**config.mk**
```make
export PLATFORM = sky130hd
export DESIGN_NAME = mapper_sdram_read_bridge
export DESIGN_NICKNAME = d
export VERILOG_FILES = /design/src/rtl/mapper_sdram_read_bridge.sv
export SDC_FILE = /design/constraint.sdc
export NUM_CORES = 1
export LEC_CHECK = 0
export CAP_MARGIN = 20
export CORE_MARGIN = 2
export CORE_UTILIZATION = 30
export CTS_CLUSTER_DIAMETER = 40
export DETAILED_ROUTE_END_ITERATION = 6
export GPL_TIMING_DRIVEN = 0
export HOLD_SLACK_MARGIN = 0.1
export SYNTH_ARGS = -nofsm -noshare
export SYNTH_HDL_FRONTEND = slang
export SYNTH_SLANG_ARGS = --single-unit
```
**constraint.sdc**
```tcl
create_clock -name clk -period 2.8 [get_ports clk]
set_clock_uncertainty 0.15 [all_clocks]
set_input_delay 0.7 -clock clk [delete_from_list [all_inputs] [get_ports clk]]
set_output_delay 0.7 -clock clk [all_outputs]
set_load 0.01 [all_outputs]
```
**src/rtl/mapper_sdram_read_bridge.sv**
```systemverilog
// Turns each mapped CPU read into one SDRAM read over a level req/ack handshake, stalling the CPU meanwhile.
// Optional one-entry last-hit cache: define MAPPER_SDRAM_LASTHIT_CACHE_EN.
module mapper_sdram_read_bridge #(
  parameter int ADDR_W         = 27,
  parameter int TIMEOUT_CYCLES = 64,
  parameter int CNT_W          = 7
) (
  input  logic              clk,
  input  logic              reset,
  input  logic              cpu_req,
  input  logic              cpu_rd,
  input  logic              map_ram_cs,
  input  logic [ADDR_W-1:0] map_addr,
  input  logic              cache_inv,
  output logic              sdram_req,
  output logic [ADDR_W-1:0] sdram_addr,
  input  logic              sdram_ack,
  input  logic [7:0]        sdram_dout,
  output logic              cpu_wait,
  output logic [7:0]        cpu_data,
  output logic              cpu_data_valid,
  output logic              err_overrun,
  output logic              err_timeout
);
  typedef enum logic [1:0] {IDLE, REQ, WAIT_ACK, DONE} state_t;

  state_t           state;
  logic [CNT_W-1:0] count;
  logic             start, hit, ack_ok, last;

  assign start  = cpu_req & cpu_rd & map_ram_cs;
  // An ack only counts while our request is up; late or stray acks fall through.
  assign ack_ok = sdram_ack & sdram_req;
  assign last   = (count == CNT_W'(TIMEOUT_CYCLES - 1));

`ifdef MAPPER_SDRAM_LASTHIT_CACHE_EN
  logic              c_valid;
  logic [ADDR_W-1:0] c_tag;
  logic [7:0]        c_byte;

  assign hit = c_valid && (c_tag == map_addr);

  // Invalidate beats a simultaneous fill so a stale byte can never be served.
  always_ff @(posedge clk or posedge reset) begin
    if (reset) begin
      c_valid <= 1'b0;
      c_tag   <= '0;
      c_byte  <= 8'h00;
    end else if (ack_ok) begin
      c_valid <= ~cache_inv;
      c_tag   <= sdram_addr;
      c_byte  <= sdram_dout;
    end else if (cache_inv) begin
      c_valid <= 1'b0;
    end
  end
`else
  logic unused_cache_inv;
  assign unused_cache_inv = cache_inv;
  assign hit = 1'b0;
`endif

  assign cpu_wait = (state == IDLE && start && !hit) || state == REQ || state == WAIT_ACK;

  always_ff @(posedge clk or posedge reset) begin
    if (reset) begin
      state          <= IDLE;
      count          <= '0;
      sdram_req      <= 1'b0;
      sdram_addr     <= '0;
      cpu_data       <= 8'hFF;
      cpu_data_valid <= 1'b0;
      err_overrun    <= 1'b0;
      err_timeout    <= 1'b0;
    end else begin
      cpu_data_valid <= 1'b0;
      if (cpu_req && state != IDLE) err_overrun <= 1'b1;
      case (state)
        IDLE: begin
          if (cpu_req && cpu_rd) begin
            if (!map_ram_cs) begin
              cpu_data       <= 8'hFF;
              cpu_data_valid <= 1'b1;
              state          <= DONE;
`ifdef MAPPER_SDRAM_LASTHIT_CACHE_EN
            end else if (hit) begin
              cpu_data       <= c_byte;
              cpu_data_valid <= 1'b1;
              state          <= DONE;
`endif
            end else begin
              sdram_addr <= map_addr;
              sdram_req  <= 1'b1;
              count      <= '0;
              state      <= REQ;
            end
          end
        end
        REQ, WAIT_ACK: begin
          if (ack_ok) begin
            cpu_data       <= sdram_dout;
            cpu_data_valid <= 1'b1;
            sdram_req      <= 1'b0;
            state          <= DONE;
          end else if (state == REQ) begin
            state <= WAIT_ACK;
          end else if (last) begin
            cpu_data       <= 8'hFF;
            cpu_data_valid <= 1'b1;
            sdram_req      <= 1'b0;
            err_timeout    <= 1'b1;
            state          <= DONE;
          end else begin
            count <= count + 1'b1;
          end
        end
        default: state <= IDLE;
      endcase
    end
  end
endmodule

```
======== After elaboration in Yosys (flattened, before gate mapping) ========
Cells that the tools add are included.
word-level totals
  flip-flop bits (word level) ............. 48
  input bits .............................. 42
  output and inout bits ................... 40
  word-level logic and storage cells ...... 71
operators by class
  add/subtract/negate cells ............... 1
  equal/unequal tests ..................... 12
  multiplexer cells ....................... 30
  bitwise gates (word level) .............. 5
  reduce and logical (&&, ||, !) cells .... 15
operators by type and width
  operator                                                                count
  8-bit 2-to-1 mux                                                        5
  7-bit 2-to-1 mux                                                        5
  8-bit one-hot mux with 2 select lines                                   1
  7-bit one-hot mux with 2 select lines                                   1
  1-bit 2-to-1 mux                                                        10
  2-bit 2-to-1 mux                                                        5
  2-bit != test (second input constant)                                   5
  5-bit AND reduction                                                     2
  7-bit by 1-bit adder with 7-bit output (second input constant)          1
  7-bit by 6-bit equality test with 1-bit output (second input constant)  1
  3-bit != test (second input constant)                                   2
  6-bit AND reduction                                                     1
  4-bit != test (second input constant)                                   1
  1-bit one-hot mux with 2 select lines                                   2
  2-bit one-hot mux with 2 select lines                                   1
  4-bit AND reduction                                                     1
  2-bit nonzero test                                                      2
  1-bit bitwise AND                                                       3
  1-bit logical AND                                                       3
  3-bit AND reduction                                                     1
  2-bit by 1-bit equality test with 1-bit output (second input constant)  1
  2-bit equality test (second input constant)                             1
  2-bit zero test                                                         1
  1-bit logical OR                                                        2
  4 further kinds                                                         5

======== Depth between registers and ports, before layout ========
Gate-level depths: netlist (run 1).
  word-level depth ........................ 5
  depth in mapped cells ................... 7
  depth with buffers taken out ............ 6

======== Worst setup path before layout (run 1) ========
Ideal clock, no wire load.
  kind .................................... register -> output
  start point ............................. register state[0]
  end point ............................... output cpu_wait
  data arrival time ....................... 1366 ps
  data required time ...................... 1950 ps
  path slack .............................. 584 ps
  cell stages (with the launch flop) ...... 7
  path through ............................ dfrtp_1 -> inv_1 -> ha_1 -> buf_2 -> nand4_2 -> buf_2 -> nand2_1
on the way
  word-level cells in the longest chain between the ends .. 4
  elaborated cells on any way between the ends .. 6
ends and longest elaborated chain
  item                    RTL line  RTL
  from (decl)             27        state_t state;
  from (signal assigned)  67        state <= IDLE;
  from (signal assigned)  84        state <= DONE;
  from (signal assigned)  95        state <= REQ;
  2-bit zero test         63        assign cpu_wait = (state == IDLE && start && !hit) || state == REQ || state == WAIT_ACK;
  1-bit logical AND       63
  1-bit logical OR        63
  1-bit logical OR (*)    63
  to (decl)               19        output logic cpu_wait,
Every way passes the cells marked *; elsewhere a longest branch is shown, timed or not.

======== Worst setup path in the final report (run 1) ========
Same ends and word-level chain as after synthesis.

==> results of run 1 <==
how the worst max path moves through the flow:
stage | slack [ns] | start | endpoint
floorplan | 0.58 | state[0] | cpu_wait
global placement | -0.66 | cpu_req | cpu_wait
detailed placement | -0.65 | cpu_req | cpu_wait
CTS | 0.22 | state[0] | cpu_wait
global route | 0.11 | state[1] | cpu_wait
finish | 0.25 | state[0] | cpu_wait
cell families (layout without fill, tap and decap cells):
| logic type | Yosys count | in the layout | share of synthesized area, % |
|---|---|---|---|
| muxes | 31 | 31 | 16.56 |
| DFF | 48 | 48 | 57.86 |
| buffers and inverters | 12 | 103 | 2.391 |
| adders and majority gates | 6 | 6 | 3.586 |
| AOI/OAI and AO/OA | 36 | 36 | 12.49 |
| and+or+nand+nor | 27 | 27 | 7.113 |
registers in the layout, indices dropped and copies added, names as in the netlist:
register and flops:
sdram_req 1, cpu_data_valid 1, err_timeout 1, state 2, sdram_addr 27, cpu_data 8, err_overrun 1, count 7
stage by stage:
step                total power [mW]  setup TNS (ns)
detailed placement             2.659         -0.6547
floorplan                      1.940               0
global placement               2.640          -9.166
CTS                            3.102               0
finish                         3.054               0
global route                   3.298               0
critical path: cells and delay by family, from the launching register on:
| kind | cells | cell delay, ns |
|---|---|---|
| AND/OR/NAND/NOR | 2 | 0.18 |
| adder cells (fa/ha/maj) | 1 | 0.14 |
| buffers and inverters | 4 | 0.70 |
| flip-flops | 1 | 0.39 |
what timing repair did:
item	CTS	global route
endpoints found under the setup margin	1	0
gates resized for setup	9	0
setup buffers	3	0
hold buffers	0	0
per-layer routing:
metal  share of wire [%]  track usage, %
met2                  46           19.63
met1                  44           15.77
met4                 1.1           3.357
met5                   0               0
met3                 8.5           5.090
cell usage in the layout (no fill, tap or decap), types with 3 or more instances in the layout:
master,count
inv_1,6
dlygate4sd2_1,4
buf_4,4
clkbuf_8,5
dfstp_2,8
o21ai_0,7
nand3_1,5
nand2b_1,3
mux2_2,29
o22a_1,8
dfrtp_1,40
nand2_1,10
a21oi_1,6
ha_1,6
clkdlybuf4s50_1,76
power groups by stage:
stage | logic [mW] | clock network, mW | registers, mW
after CTS | 1.56 | 0.419 | 1.13
after global routing | 1.69 | 0.448 | 1.16
final | 1.54 | 0.394 | 1.12
after global placement | 1.50 | 0 | 1.14
after floorplan | 0.697 | 0 | 1.24
after detailed placement | 1.51 | 0 | 1.15
area by class of cell:
type                       instances  share of cell area (%)
buffer                             4                  0.9193
clock buffer                       5                   2.198
clock inverter                     2                  0.3997
inverter                           8                  0.9592
multi-input combinational        100                   26.86
sequential                        48                   38.69
tap                               80                   3.197
timing repair buffer              84                   26.78
==> out/metrics.cfg, run 1 <==
[outcome]
status=finished clean

[floorplan]
die_area_um2=7662
die_w_um=87.53
io_pins=82
rows=30
coreArea_um2=6756
die_y_um=87.53
start_util_pct=30.98

[sta]
tightest_slew_ns=0.5035
rsz0062_at_grt=false
setup_slack_ns=0.2461
fin_crit_ns=2.554
period_share_pct=91.21
max_freq_mhz=391.6
maxSlewHeadroom_pct=66.37
hold_slack_ns=0.3176
finalSetupViolCount=0
slew_viol_final=0
hold_viol=0

[final_layout]
fin_nets=299
drive_gt1_share_pct=22.71
multi_input_area_um2=840.8
fin_area_um2=3131
syn_to_final_growth_pct=49.55
nFillCells=662
final_core_util_pct=46.33
diodes=0
fin_cells=331
seqCellArea_um2=1211

[power_and_ir_drop]
power_frac_seq_pct=36.8
p_int_mw=2.014
power.ir.vdd_worst_mv=0.5023
p_per_area_nw_per_um2=975.5
netSwitchingPower_mw=1.040
leakage_nw=1.320
clock_power_share_pct=12.9
combPwrFrac_pct=50.3
p_sw_share_pct=34.04

[cts]
h-tree-depth=2
cts_tree=yes
insertion_delay_ns=0.29
clk_pin_slew_worst_paths_ns=0.08
cts-root-buf=clkbuf_8
cts_buffers=5
clock_path_buffers=2
cts.sinks=48

[critical_path]
crit_path_top_delay_cell=dfrtp_1
rr_endpoint=state[0]
path_max_fanout=10
reg2reg_from=count[0]
crit_path_start_kind=flip-flop
worst_ep_required_time_ns=1.95
reg2reg_depth=5
path_cells=inv_2 -> ha_1 -> buf_4 -> nand4_4 -> buf_6 -> nand2_1 -> dlygate4sd2_1
regToRegSetupSlack_ns=0.69
end_kind=output port
cp.arrival_ns=1.70
criticalPathCategory=reg2out
critPathMaxStageDelay_ns=0.39

[logic_synthesis]
ys_seq_area_share_pct=57.86
synth_area_per_cell_um2=13.08
synthArstFlopShare_pct=100.0
synth_top_area_share_pct=47.82
ys.flop_type=dfrtp_1
synth_commonest_cells=40 x dfrtp_1, 29 x mux2_2, 10 x nand2_1
synth_area_leaders=dfrtp_1 48%, mux2_2 16%, dfstp_2 10%
yosysTopAreaCell=dfrtp_1
ys_seq_elements=48
ys_warn_count=0
syn_nets=208
netlist_area_um2=2093
synth_edf_count=0
yosysMostFrequentCell=dfrtp_1
syn_inst=160
ys_types=33

[place]
place_inst=321
dp_hpwl_um=3320
dpl_worst_slack_ns=-0.6547
place_congestion=0.8145
port_buffers=80
placed_area_um2=3014

[route]
via_per_inst=4.770
vias=1579
ant_nets=0
drt_iter0_drc=112
drc=0
wl_um=4578
dr.pass1.iters=4
wire_per_inst_um=13.83

[global_routing]
grt_max_degree=30
grt_usage_pct=12.40
grt_pass1_vias=1636
grt-ovfl-total=0
grt_first_pass_wirelength_um=7500
antenna_found_initial=0

[worst_hold_path]
min_from=err_overrun
min_to=err_overrun
min_path_cells=1
hold_class=reg2reg

[flow_run]
maxCapViolCount=0

(Power assumes the default switching activity.)
==> run 2, diff against run 1 <==
- CORE_UTILIZATION: 30 -> 43
- CTS_CLUSTER_SIZE: default -> 14
- PLACE_DENSITY: default -> 0.79
==> run 2 against run 1 <==
  * Clock power about the same
  * Die area down 29%
  * Global-route usage grew 6.2 points
  * Design area fell by 0.76%
  * Critical path type unchanged
  * Critical endpoint unchanged
==> out/metrics.cfg, run 2 (synthesis results as in run 1) <==
[outcome]
status=finished clean  ; unchanged

[floorplan]
rows=25  ; was 30
die_y_um=73.77  ; was 87.53 um
start_util_pct=44.32  ; was 30.98%
coreArea_um2=4723  ; was 6756 um2
io_pins=82  ; unchanged
die_area_um2=5442  ; was 7662 um2
die_w_um=73.77  ; was 87.53 um

[global_routing]
grt_usage_pct=18.56  ; was 12.40%
grt-ovfl-total=0  ; unchanged
antenna_found_initial=0  ; unchanged
grt_pass1_vias=1581  ; was 1636
grt_max_degree=36  ; was 30
grt_first_pass_wirelength_um=7665  ; was 7500 um

[critical_path]
cp.arrival_ns=1.81  ; was 1.70 ns
regToRegSetupSlack_ns=0.48  ; was 0.69 ns
crit_path_start_kind=flip-flop  ; unchanged
end_kind=output port  ; unchanged
reg2reg_from=state[1]  ; was count[0]
path_max_fanout=10  ; unchanged
reg2reg_depth=6  ; was 5
rr_endpoint=count[3]  ; was state[0]
criticalPathCategory=reg2out  ; unchanged
worst_ep_required_time_ns=1.95  ; about the same

[final_layout]
fin_nets=298  ; was 299
syn_to_final_growth_pct=48.42  ; was 49.55%
top_register=sdram_addr  ; unchanged
layout_commonest_cell=clkdlybuf4s50_1  ; unchanged
mostFrequentLayoutCells=76 x clkdlybuf4s50_1, 40 x dfrtp_1, 29 x mux2_2  ; unchanged
largest_reg_flops=27  ; unchanged
top_regs=sdram_addr (27), cpu_data (8), count (7)  ; unchanged
drive_gt1_share_pct=22.40  ; was 22.71%
diodes=0  ; unchanged

[cts]
clock_path_buffers=2  ; unchanged
cts_tree=yes  ; unchanged
cts.sinks=48  ; unchanged
cts_buffers=5  ; unchanged
h-tree-depth=2  ; unchanged
insertion_delay_ns=0.30  ; was 0.29 ns
cts-root-buf=clkbuf_8  ; unchanged
clk_pin_slew_worst_paths_ns=0.09  ; was 0.08 ns
ctsHoldBuffers=0  ; unchanged

[flow_run]
maxCapViolCount=0  ; unchanged

[worst_hold_path]
min_from=err_overrun  ; unchanged
min_to=err_overrun  ; unchanged
min_path_cells=1  ; unchanged
hold_class=reg2reg  ; unchanged

[sta]
max_freq_mhz=376.4  ; was 391.6 MHz
period_share_pct=94.89  ; was 91.21%
hold_viol=0  ; unchanged
rsz0062_at_grt=false  ; unchanged
hold_slack_ns=0.3072  ; was 0.3176 ns
fin_crit_ns=2.657  ; was 2.554 ns
slew_viol_final=0  ; unchanged
finalSetupViolCount=0  ; unchanged
tightest_slew_ns=0.5928  ; was 0.5035 ns
maxSlewHeadroom_pct=60.41  ; was 66.37%

[power_and_ir_drop]
leakage_nw=1.315  ; was 1.320 nW
power.ir.vdd_worst_mv=0.5746  ; was 0.5023 mV
p_per_area_nw_per_um2=987.4  ; was 975.5 nW/um2
p_total_mw=3.068  ; was 3.054 mW

[route]
ant_nets=0  ; unchanged
drc=0  ; unchanged
wire_per_inst_um=14.71  ; was 13.83 um
via_per_inst=5.110  ; was 4.770
dr.pass1.iters=4  ; unchanged
drt_iter0_drc=83  ; was 112
wl_um=4664  ; was 4578 um
vias=1620  ; was 1579

[place]
port_buffers=80  ; unchanged
dp_hpwl_um=3407  ; was 3320 um
place_congestion=0.8316  ; was 0.8145

==> run 2: where the power goes <==
part	switching, mW	internal, mW
sequential	0.157	0.977
combinational	0.678	0.859
clock	0.227	0.169
total	1.06	2.01
==> run 2: how the worst max path moves through the flow <==
stage          startpoint  endpoint  slack, ns
6_report         state[1]  cpu_wait       0.14
5_1_grt          state[1]  cpu_wait      0.009
4_1_cts          state[1]  cpu_wait       0.13
3_5_place_dp      cpu_req  cpu_wait      -0.64
3_3_place_gp      cpu_req  cpu_wait      -0.62
2_1_floorplan    state[0]  cpu_wait       0.58
==> run 2: layer usage <==
layer	part of all wire (%)	global-route usage, %
met1	42	24.47
met2	49	29.07
met3	7.2	5.075
met4	1.7	7.273
met5	0	0
==> run 2: layout make-up <==
class	instances	area, um2
buffer	4	28.78
clock buffer	5	68.82
clock inverter	2	12.51
fill	377	1617
inverter	8	30.03
multi-input combinational	100	840.8
sequential	48	1211
tap	67	83.83
timing repair buffer	83	830.8
==> run 2: metrics by stage <==
step / setup slack [ns] / cell area, um2 / setup TNS [ns] / utilization (%) / cells
after CTS: 0.1286 / 3107 / 0 / 65.77 / 317
after detailed placement: -0.6388 / 2998 / -0.6388 / 63.47 / 308
after global routing: 0.009372 / 3107 / 0 / 65.77 / 317
after floorplan: 0.5843 / 2093 / 0 / - / 160
final: 0.1430 / 3107 / 0 / 65.77 / 317
after global placement: -0.6174 / 2978 / -5.629 / 63.05 / 307
==> run 2: timing repair <==
action,CTS,global route
buffers inserted,2,0
setup endpoints to repair,1,0
resized for setup,8,0
==> run 2: worst max-delay path, stage by stage, from the launching register on <==
cell and delay, ns:
dfrtp_1 0.44, inv_1 0.10, ha_1 0.16, buf_4 0.17, nand4_4 0.13, buf_6 0.18
nand2_1 0.06, dlygate4sd2_1 0.27
==> run 3, diff against run 2 <==
- GPL_TIMING_DRIVEN: 0 -> default
==> run 3 against run 2 <==
  * Sequential power is essentially flat
  * Clock-buffer cell count is the same
  * Combinational power is 3% lower
  * Maximum frequency rose by 3.5%
  * Largest cell class unchanged
  * Via count is 2.6% lower
==> out/metrics.cfg, run 3 (synthesis results as in run 1) <==
[final_layout]
largest_reg_flops=27  ; unchanged
mostFrequentLayoutCells=79 x clkdlybuf4s50_1, 40 x dfrtp_1, 29 x mux2_2  ; was 76 x clkdlybuf4s50_1, 40 x dfrtp_1, 29 x mux2_2
layout_commonest_cell=clkdlybuf4s50_1  ; unchanged
fin_nets=298  ; unchanged
top_register=sdram_addr  ; unchanged
final_core_util_pct=65.54  ; was 65.77%
drive_gt1_share_pct=22.31  ; was 22.40%
top_regs=sdram_addr (27), cpu_data (8), count (7)  ; unchanged
diodes=0  ; unchanged
syn_to_final_growth_pct=47.88  ; was 48.42%

[power_and_ir_drop]
p_per_area_nw_per_um2=981.8  ; was 987.4 nW/um2
leakage_nw=1.315  ; about the same
power.ir.vdd_worst_mv=0.5140  ; was 0.5746 mV
p_total_mw=3.039  ; was 3.068 mW

[cts]
cts_tree=yes  ; unchanged
cts-root-buf=clkbuf_8  ; unchanged
cts_buffers=5  ; unchanged
clock_path_buffers=2  ; unchanged
cts.sinks=48  ; unchanged
clk_pin_slew_worst_paths_ns=0.09  ; about the same
insertion_delay_ns=0.30  ; about the same
h-tree-depth=2  ; unchanged
ctsHoldBuffers=0  ; unchanged

[sta]
period_share_pct=91.70  ; was 94.89%
rsz0062_at_grt=false  ; unchanged
slew_viol_final=0  ; unchanged
maxSlewHeadroom_pct=61.57  ; was 60.41%
fin_crit_ns=2.568  ; was 2.657 ns
max_freq_mhz=389.5  ; was 376.4 MHz
tightest_slew_ns=0.5765  ; was 0.5928 ns
hold_viol=0  ; unchanged
finalSetupViolCount=0  ; unchanged

[critical_path]
critPathMaxStageDelay_ns=0.50  ; was 0.44 ns
reg2reg_from=count[0]  ; was state[1]
crit_path_start_kind=primary input  ; was flip-flop
worst_ep_required_time_ns=1.95  ; about the same
reg2reg_depth=5  ; was 6
cp.arrival_ns=1.72  ; was 1.81 ns
crit_path_top_delay_cell=clkdlybuf4s50_1  ; was dfrtp_1
path_cells=clkdlybuf4s50_1 -> nand4_2 -> nand2_1 -> dlygate4sd2_1  ; was inv_1 -> ha_1 -> buf_4 -> nand4_4 -> buf_6 -> nand2_1 -> dlygate4sd2_1
regToRegSetupSlack_ns=0.64  ; was 0.48 ns
path_max_fanout=2  ; was 10
criticalPathCategory=in2out  ; was reg2out
end_kind=output port  ; unchanged
rr_endpoint=state[0]  ; was count[3]

[global_routing]
grt_first_pass_wirelength_um=6893  ; was 7665 um
grt_pass1_vias=1559  ; was 1581
grt-ovfl-total=0  ; unchanged
grt_usage_pct=16.56  ; was 18.56%
antenna_found_initial=0  ; unchanged
grt_max_degree=49  ; was 36

[place]
dp_hpwl_um=3203  ; was 3407 um
port_buffers=80  ; unchanged
place_congestion=0.8095  ; was 0.8316

[worst_hold_path]
min_to=err_overrun  ; unchanged
min_path_cells=1  ; unchanged
hold_class=reg2reg  ; unchanged
min_from=err_overrun  ; unchanged

[floorplan]
io_pins=82  ; unchanged
coreArea_um2=4723  ; unchanged
start_util_pct=44.32  ; unchanged
rows=25  ; unchanged
die_w_um=73.77  ; unchanged
die_area_um2=5442  ; unchanged
die_y_um=73.77  ; unchanged

[route]
wl_um=4281  ; was 4664 um
drc=0  ; unchanged
drt_iter0_drc=89  ; was 83
vias=1578  ; was 1620
via_per_inst=4.962  ; was 5.110
ant_nets=0  ; unchanged
dr.pass1.iters=4  ; unchanged
wire_per_inst_um=13.46  ; was 14.71 um

[outcome]
status=finished clean  ; unchanged

[flow_run]
maxCapViolCount=0  ; unchanged

==> run 3: layout make-up <==
type	instances	area, um2
Fill cell	361	1628
Sequential cell	48	1211
Timing Repair Buffer	87	852.1
Multi-Input combinational cell	100	832.0
Tap cell	67	83.83
Clock buffer	5	68.82
Inverter	8	30.03
Clock inverter	3	17.52
==> run 3: metrics by stage <==
step	setup TNS (ns)	cell area, um2	hold WS [ns]	setup WS (ns)	instances
6_report	0	3095	0.3228	0.2324	318
5_1_grt	0	3095	0.3418	0.1856	318
4_1_cts	0	3095	0.3256	0.2235	318
3_5_place_dp	-0.04700	3010	0.3000	-0.04700	310
3_3_place_gp	-0.02374	3010	0.3030	-0.02374	310
2_1_floorplan	0	2093	0.3432	0.5843	160
==> run 3: worst max-delay path by stage <==
stage               startpoint  slack [ns]  cells after the start        to
floorplan             state[0]        0.58                      6  cpu_wait
global placement       cpu_req       -0.02                      4  cpu_wait
detailed placement      cpu_rd       -0.05                      4  cpu_wait
CTS                     cpu_rd        0.22                      4  cpu_wait
global route            cpu_rd        0.19                      4  cpu_wait
finish                  cpu_rd        0.23                      4  cpu_wait
==> run 3: critical path: cells and delay by family <==
kind | cells | cell delay (ns)
buf+inv | 2 | 0.77
simple gates | 2 | 0.24
==> run 3: report_power, final <==
| part | internal [mW] | switching [mW] |
|---|---|---|
| sequential | 0.977 | 0.156 |
| clock | 0.175 | 0.228 |
| combinational | 0.856 | 0.647 |
| total | 2.01 | 1.03 |
==> run 3: repair_timing <==
item	in CTS	in global routing
buffers inserted	0	0
resized for setup	1	0
endpoints found under the setup margin	1	0
==> run 3: per-layer routing <==
metal | vias to the layer above | part of all wire (%) | GRT usage [%]
met5 | - | 0 | 0
met3 | 7 | 6.7 | 4.801
met4 | 0 | 1.0 | 5.455
li1 | 772 | - | -
met2 | 54 | 49 | 27.28
met1 | 745 | 43 | 20.86
